==> src/rtl/pma_csr_pkg.sv <==
// pma_csr_pkg: register map, field widths, reset values and FSM states for the PMA settings CSR block.
package pma_csr_pkg;

    localparam int VOD_W    = 6;
    localparam int PRETAP_W = 5;
    localparam int RXEQ_W   = 4;

    localparam logic [1:0] REG_VOD    = 2'd0;
    localparam logic [1:0] REG_PRETAP = 2'd1;
    localparam logic [1:0] REG_RXEQ   = 2'd2;
    localparam logic [1:0] REG_ACTIVE = 2'd3;

    localparam logic [31:0] ADDR_COMMIT = 32'h0000_0100;
    localparam logic [31:0] ADDR_ID     = 32'h0000_0104;

    localparam logic [VOD_W-1:0]    VOD_RST    = 6'd30;
    localparam logic [PRETAP_W-1:0] PRETAP_RST = 5'd0;
    localparam logic [RXEQ_W-1:0]   RXEQ_RST   = 4'd2;

    localparam logic [15:0] ID_CONST      = 16'h5D1C;
    localparam logic [31:0] BAD_ADDR_DATA = 32'hBADA_DD00;

    typedef enum logic {IDLE, BUSY} state_t;

    function automatic logic [31:0] unmapped_rdata(input logic err_en);
        return err_en ? BAD_ADDR_DATA : 32'h0;
    endfunction

endpackage

==> src/rtl/pma_csr_rd_pipe.sv <==
// pma_csr_rd_pipe: LAT-deep read valid/data shift pipeline.
// Ports: clock, reset_n (async active-low), in_valid/in_data (accepted read),
//        out_valid/out_data (response LAT cycles later; out_data holds between responses).
module pma_csr_rd_pipe #(
    parameter int LAT = 2,
    parameter int W   = 32
) (
    input  logic         clock,
    input  logic         reset_n,
    input  logic         in_valid,
    input  logic [W-1:0] in_data,
    output logic         out_valid,
    output logic [W-1:0] out_data
);
    logic [LAT-1:0] vld;
    logic [W-1:0]   dat [LAT];

    always_ff @(posedge clock or negedge reset_n) begin
        if (!reset_n) begin
            vld <= '0;
            for (int i = 0; i < LAT; i++) dat[i] <= '0;
        end else begin
            vld[0] <= in_valid;
            if (in_valid) dat[0] <= in_data;
            for (int i = 1; i < LAT; i++) begin
                vld[i] <= vld[i-1];
                if (vld[i-1]) dat[i] <= dat[i-1];
            end
        end
    end

    assign out_valid = vld[LAT-1];
    assign out_data  = dat[LAT-1];

endmodule

==> src/rtl/pma_settings_csr_responder.sv <==
// pma_settings_csr_responder: Avalon-MM target with shadow/active PMA settings and a stalling commit.
// Ports: clock, reset_n (async active-low); slave_wen/slave_oen (active-low write/read),
//        slave_be, slave_address (byte), slave_wdata, slave_rdata, readdatavalid_out, waitrequest_out;
//        pma_vod/pma_pretap/pma_rxeq (active values, channel 0 in the LSBs), pma_update (commit pulse).
// Optional: define PMA_CSR_RANGE_ERR_EN for the sticky range_err flag and BADADD00 unmapped reads.
module pma_settings_csr_responder
    import pma_csr_pkg::*;
#(
    parameter int NUM_CH        = 4,
    parameter int READ_LATENCY  = 2,
    parameter int COMMIT_CYCLES = 16
) (
    input  logic                         clock,
    input  logic                         reset_n,
    input  logic                         slave_wen,
    input  logic                         slave_oen,
    input  logic [3:0]                   slave_be,
    input  logic [31:0]                  slave_address,
    input  logic [31:0]                  slave_wdata,
    output logic [31:0]                  slave_rdata,
    output logic                         readdatavalid_out,
    output logic                         waitrequest_out,
    output logic [VOD_W*NUM_CH-1:0]      pma_vod,
    output logic [PRETAP_W*NUM_CH-1:0]   pma_pretap,
    output logic [RXEQ_W*NUM_CH-1:0]     pma_rxeq,
    output logic                         pma_update
);
    localparam int            CW       = $clog2(COMMIT_CYCLES) + 1;
    localparam logic [CW-1:0] CNT_INIT = CW'(COMMIT_CYCLES - 1);

`ifdef PMA_CSR_RANGE_ERR_EN
    localparam logic RERR_EN = 1'b1;
`else
    localparam logic RERR_EN = 1'b0;
`endif

    state_t                state_q, state_d;
    logic [CW-1:0]         cnt_q, cnt_d;
    logic                  out_of_reset_q;
    logic [VOD_W-1:0]      sh_vod     [NUM_CH];
    logic [PRETAP_W-1:0]   sh_pretap  [NUM_CH];
    logic [RXEQ_W-1:0]     sh_rxeq    [NUM_CH];
    logic [VOD_W-1:0]      act_vod    [NUM_CH];
    logic [PRETAP_W-1:0]   act_pretap [NUM_CH];
    logic [RXEQ_W-1:0]     act_rxeq   [NUM_CH];
    logic [7:0]            commit_count;
    logic                  range_err;
    logic                  wr_acc, rd_acc, ch_ok, is_commit, is_id, commit;
    logic [3:0]            ch;
    logic [1:0]            rsel;
    logic [31:0]           rd_data;
    logic                  unused;

    // Held high until the first edge after reset release, then only while BUSY.
    assign waitrequest_out = !out_of_reset_q || state_q == BUSY;
    // A simultaneous write/read is treated as a write only.
    assign wr_acc    = !slave_wen && !waitrequest_out;
    assign rd_acc    = slave_wen && !slave_oen && !waitrequest_out;
    assign ch        = slave_address[7:4];
    assign rsel      = slave_address[3:2];
    assign ch_ok     = slave_address[31:8] == 24'd0 && ch < 4'(NUM_CH);
    assign is_commit = slave_address[31:2] == ADDR_COMMIT[31:2];
    assign is_id     = slave_address[31:2] == ADDR_ID[31:2];
    assign commit    = wr_acc && is_commit && slave_be[0] && slave_wdata[0];
    assign unused    = ^{slave_be[3:1], slave_wdata[31:VOD_W]};

    always_ff @(posedge clock or negedge reset_n) begin
        if (!reset_n) begin
            state_q        <= IDLE;
            cnt_q          <= '0;
            out_of_reset_q <= 1'b0;
            pma_update     <= 1'b0;
            commit_count   <= '0;
        end else begin
            state_q        <= state_d;
            cnt_q          <= cnt_d;
            out_of_reset_q <= 1'b1;
            pma_update     <= commit;
            commit_count   <= commit_count + 8'(commit);
        end
    end

    always_comb begin
        state_d = state_q;
        cnt_d   = cnt_q;
        if (state_q == IDLE) begin
            if (commit) begin
                state_d = BUSY;
                cnt_d   = CNT_INIT;
            end
        end else if (cnt_q == '0) begin
            state_d = IDLE;
        end else begin
            cnt_d = cnt_q - CW'(1);
        end
    end

    always_ff @(posedge clock or negedge reset_n) begin
        if (!reset_n) begin
            for (int c = 0; c < NUM_CH; c++) begin
                sh_vod[c]     <= VOD_RST;
                sh_pretap[c]  <= PRETAP_RST;
                sh_rxeq[c]    <= RXEQ_RST;
                act_vod[c]    <= VOD_RST;
                act_pretap[c] <= PRETAP_RST;
                act_rxeq[c]   <= RXEQ_RST;
            end
        end else begin
            for (int c = 0; c < NUM_CH; c++) begin
                if (wr_acc && slave_be[0] && ch_ok && ch == 4'(c)) begin
                    if (rsel == REG_VOD)    sh_vod[c]    <= slave_wdata[VOD_W-1:0];
                    if (rsel == REG_PRETAP) sh_pretap[c] <= slave_wdata[PRETAP_W-1:0];
                    if (rsel == REG_RXEQ)   sh_rxeq[c]   <= slave_wdata[RXEQ_W-1:0];
                end
                if (commit) begin
                    act_vod[c]    <= sh_vod[c];
                    act_pretap[c] <= sh_pretap[c];
                    act_rxeq[c]   <= sh_rxeq[c];
                end
            end
        end
    end

    // Read data is taken from the register state in the acceptance cycle.
    always_comb begin
        rd_data = '0;
        if (ch_ok) begin
            for (int c = 0; c < NUM_CH; c++)
                if (ch == 4'(c))
                    rd_data = rsel == REG_ACTIVE ? {12'd0, act_rxeq[c], 3'd0, act_pretap[c], 2'd0, act_vod[c]} :
                              rsel == REG_VOD    ? 32'(sh_vod[c]) :
                              rsel == REG_PRETAP ? 32'(sh_pretap[c]) : 32'(sh_rxeq[c]);
        end else if (is_id) begin
            rd_data = {ID_CONST, commit_count, 7'd0, range_err};
        end else if (!is_commit) begin
            rd_data = unmapped_rdata(RERR_EN);
        end
    end

`ifdef PMA_CSR_RANGE_ERR_EN
    logic range_err_q, err_hit;
    // 0x104 is writable here (clear), so only the per-channel active readback counts as read-only.
    assign err_hit = ((wr_acc || rd_acc) && !(ch_ok || is_commit || is_id)) ||
                     (wr_acc && ch_ok && rsel == REG_ACTIVE);
    always_ff @(posedge clock or negedge reset_n) begin
        if (!reset_n) range_err_q <= 1'b0;
        else if (err_hit) range_err_q <= 1'b1;
        else if (wr_acc && is_id && slave_be[0] && slave_wdata[0]) range_err_q <= 1'b0;
    end
    assign range_err = range_err_q;
`else
    assign range_err = 1'b0;
`endif

    pma_csr_rd_pipe #(.LAT(READ_LATENCY), .W(32)) u_rd_pipe (
        .clock    (clock),
        .reset_n  (reset_n),
        .in_valid (rd_acc),
        .in_data  (rd_data),
        .out_valid(readdatavalid_out),
        .out_data (slave_rdata)
    );

    for (genvar g = 0; g < NUM_CH; g++) begin : g_out
        assign pma_vod[g*VOD_W +: VOD_W]          = act_vod[g];
        assign pma_pretap[g*PRETAP_W +: PRETAP_W] = act_pretap[g];
        assign pma_rxeq[g*RXEQ_W +: RXEQ_W]       = act_rxeq[g];
    end

endmodule

==> config.mk <==
export PLATFORM = sky130hd
export DESIGN_NAME = pma_settings_csr_responder
export DESIGN_NICKNAME = d
export VERILOG_FILES = /design/src/rtl/pma_csr_pkg.sv /design/src/rtl/pma_csr_rd_pipe.sv /design/src/rtl/pma_settings_csr_responder.sv
export SDC_FILE = /design/constraint.sdc
export NUM_CORES = 1
export LEC_CHECK = 0
export CORE_UTILIZATION = 28
export CTS_BUF_LIST = sky130_fd_sc_hd__clkbuf_16
export DETAILED_ROUTE_END_ITERATION = 10
export HOLD_SLACK_MARGIN = 0.03
export PLACE_DENSITY = 0.5
export SYNTH_ARGS = -nofsm -noshare
export SYNTH_HDL_FRONTEND = slang
export SYNTH_HIERARCHICAL = 1
export SYNTH_SLANG_ARGS = --single-unit
==> constraint.sdc <==
create_clock -name clock -period 5.2 [get_ports clock]
set_input_delay 1.56 -clock clock [delete_from_list [all_inputs] [get_ports clock]]
set_output_delay 1.56 -clock clock [all_outputs]
set_load 0.05 [all_outputs]
==> run metrics <==
worst-skew pair later-pin latency=0.51 ns; clock root buffer=clkbuf_16; Yosys top cell area share=0.420; Antenna Nets Post-Route=0; skew final=roughly 0.006 ns; layout cells sized above 1=0.411; combinational share of power=0.084; clk sinks=202; Reg clk slew, reported paths=approximately 0.060 ns; vias per cell=between 4 and 5; pre-CTS setup slack=0.830 ns; GRT Total Usage=0.141; Post-Syn Area=9650 um^2; Routed wire per std cell=19.7 um; Hold-fix buffers, CTS=0; Cell variety after synth=55; cell-internal power=2.74 mW; Initial Util=0.286; Synth async-reset ratio=1.00; first-pass GRT wire length=38.2 mm; Synthesis Warnings=6; routability cong.=between 0.7 and 0.8; Worst EP required=5.59 ns; Max Cap Viol=0; Slew HR=0.302; Die Height=188 um; PortBufs=135; worst slew pin tran=1.05 ns; Setup CP Type=in -> reg; crit path DAT=4.28 ns; area grow syn2layout=24.4%; IO Pins=167; clock share of power=0.463; Peak VDD IR=0.202 mV; setup violators final=0; kind of cell adding the most delay to the critical path=simple AND/OR/NAND/NOR gates; H-tree levels=1; WP buf/inv=2; predominant post-synthesis flop cell=dfrtp_1; setup bufs post-CTS=0; maximum clock path buffer count=3; worst reg2reg setup slack=2.80 ns; total wire length=24.6 mm; routed vias=5812; CP startpoint kind=input pin; final worst path period need=3.89 ns; largest area contributor in the netlist=dfrtp_1; met3 global-route usage=0.0230; Post-synth EDFFs=0; Sw Pwr=0.857 mW; hpwl dp=between 15 and 20 mm; worst-path maximum fanout=14; Fin Setup TNS=0 ns; leak pwr=around 5.3 nW; switching share of power=0.238; CTS Buf Count=24; CTS resizes=0; met1 GRT Util=0.203; largest net degree at the start of global routing=approximately 80; Seq/Total Area, Yosys=0.529; critical path's largest stage delay=0.76 ns; Reg power frac=0.453; Seq cells post-synth=202; Core Box Area=33700 um^2; remaining global-route overflow=0; Hold WS=~0.47 ns; vias in the first global route=5993; hold violation count in the final report=0; syn_area_per_cell=roughly 14 um^2; initial antenna violation count=1; GR Util met2=0.217; DRC=0; Mapped Cells=666; grt peak-use layer=met2; CP endpoint kind=flop; Slew Limit Fails=0; Die Wd=188 um; P per Cell Area=300 nW/um^2; cells along the critical path=clkdlybuf4s50_1 -> or4bb_1 -> buf_4 -> nor3_2 -> mux2_2; setup ws final=1.31 ns; TritonCTS clock tree=yes; synth top area cells=dfrtp_1, mux2_2, dfstp_2; # rows=67; final worst path period share=0.748; Final nets=856; outcome=completed; f_max=257 MHz; DIE AREA=35200 um^2; hold crit path type=reg -> reg; Initial DRC Count=just over 300; CP max stage cell=clkdlybuf4s50_1; RSZ-0062 raised after global routing=no; DRT Pass-1 Iters=4
[final timing paths]
path / startpoint / to / depth (start not counted)
worst max register to register: state_q / sh_vod[23] / 4
max in group asynchronous: reset_n / sh_rxeq[1] / 2
worst min register to register: commit_count[7] / commit_count[7] / 1
worst max-delay path: slave_address[5] / sh_pretap[3] / 5
min in group asynchronous: reset_n / u_rd_pipe/out_data[2] / 1
worst min-delay path: commit_count[7] / commit_count[7] / 1
[flip-flops by register name, summed over array words and instances, names as in the netlist]
| register | count |
|---|---|
| out_of_reset_q | 1 |
| pma_pretap | 20 |
| u_rd_pipe/out_data | 32 |
| u_rd_pipe/vld | 2 |
| sh_vod | 24 |
| commit_count | 8 |
| pma_vod | 24 |
| u_rd_pipe/dat | 32 |
| pma_rxeq | 16 |
| state_q | 1 |
| sh_rxeq | 16 |
| cnt_q | 5 |
| sh_pretap | 20 |
| pma_update | 1 |
[metal layers]
layer,share of wire,vias up
met4,0.025,0
met1,0.48,2987
met2,0.45,135
li1,-,2654
met5,0,-
met3,0.043,36
[stage by stage]
stage / power [mW] / std cells / util / area (um^2)
after floorplan: 1.86 / 673 / - / 9680
after global placement: 1.96 / 1202 / 0.333 / 11200
after detailed placement: 1.97 / 1202 / 0.333 / 11200
after CTS: 3.67 / 1246 / 0.356 / 12000
after global routing: 3.74 / 1246 / 0.356 / 12000
final: 3.60 / 1247 / 0.356 / 12000
[layout make-up]
type / instances / area [um^2]
fillers: 3264 / 21700
clock buffers: 25 / 626
clock inverters: 19 / 158
multi-input cells: 388 / 4000
well taps: 448 / 561
repair buffers: 155 / 1520
flip-flops and latches: 202 / 5110
inverters: 9 / 33.8
diodes: 1 / 2.50
[power groups by stage]
stage | Combinational [mW] | Clock [mW] | Sequential [mW]
final | 0.304 | 1.67 | 1.63
after global routing | 0.325 | 1.78 | 1.63
after CTS | 0.309 | 1.73 | 1.63
after detailed placement | 0.309 | 0 | 1.66
after global placement | 0.308 | 0 | 1.66
after floorplan | 0.214 | 0 | 1.65
[cell families after synthesis]
logic type	after synthesis	share of synthesized area
compound gates	57	0.0412
other cells	2	0.000778
mux	213	0.286
buf+inv	83	0.0604
simple gates	97	0.0707
xor+xnor	8	0.00726
fa+ha+maj	4	0.00519
flops	202	0.529
[synth_stat cells (3+ instances only)]
| cell type | n |
|---|---|
| dfrtp_1 | 162 |
| mux2_2 | 138 |
| mux2_4 | 60 |
| dfstp_2 | 40 |
| buf_4 | 38 |
| nor4_1 | 20 |
| buf_2 | 13 |
| clkbuf_1 | 13 |
| o22ai_1 | 13 |
| mux4_2 | 12 |
| nand2_1 | 10 |
| inv_1 | 9 |
| nor3_2 | 8 |
| o21a_1 | 8 |
| o21ai_0 | 8 |
| a21oi_1 | 6 |
| buf_12 | 6 |
| nand3_1 | 6 |
| nand4_1 | 6 |
| a221o_1 | 5 |
| and3_1 | 5 |
| nor2_1 | 5 |
| xor2_1 | 5 |
| a211oi_1 | 4 |
| and2_1 | 4 |
| ha_1 | 4 |
| nand2b_1 | 4 |
| nor3_1 | 4 |
| nor3_4 | 4 |
| a221oi_1 | 3 |
| or2_2 | 3 |
| xnor2_1 | 3 |
[cell usage in the layout (no fill, tap or decap), drive strengths merged, types with 4 or more instances in the layout]
master / netlist / final
a211oi: 4 / 4
a21oi: 6 / 6
a221o: 5 / 5
and2: 5 / 5
and3: 5 / 5
buf: 61 / 22
clkbuf: 13 / 26
clkdlybuf4s50: 0 / 132
clkinv: 0 / 6
conb: 2 / 9
dfrtp: 162 / 162
dfstp: 40 / 40
ha: 4 / 4
inv: 9 / 18
mux2: 199 / 199
mux4: 12 / 12
nand2: 10 / 10
nand2b: 4 / 4
nand3: 6 / 6
nand4: 6 / 6
nor2: 5 / 5
nor3: 16 / 16
nor4: 23 / 23
o21a: 8 / 8
o21ai: 8 / 8
o22ai: 13 / 13
or2: 4 / 4
xor2: 5 / 5
[worst register-to-register path, delay by kind of cell, from the launching register on]
family,cells,cell delay (ns)
and+or+nand+nor,3,1.44
DFF,1,0.44
muxes,1,0.41
No activity file was read; power rests on OpenSTA's default activity.
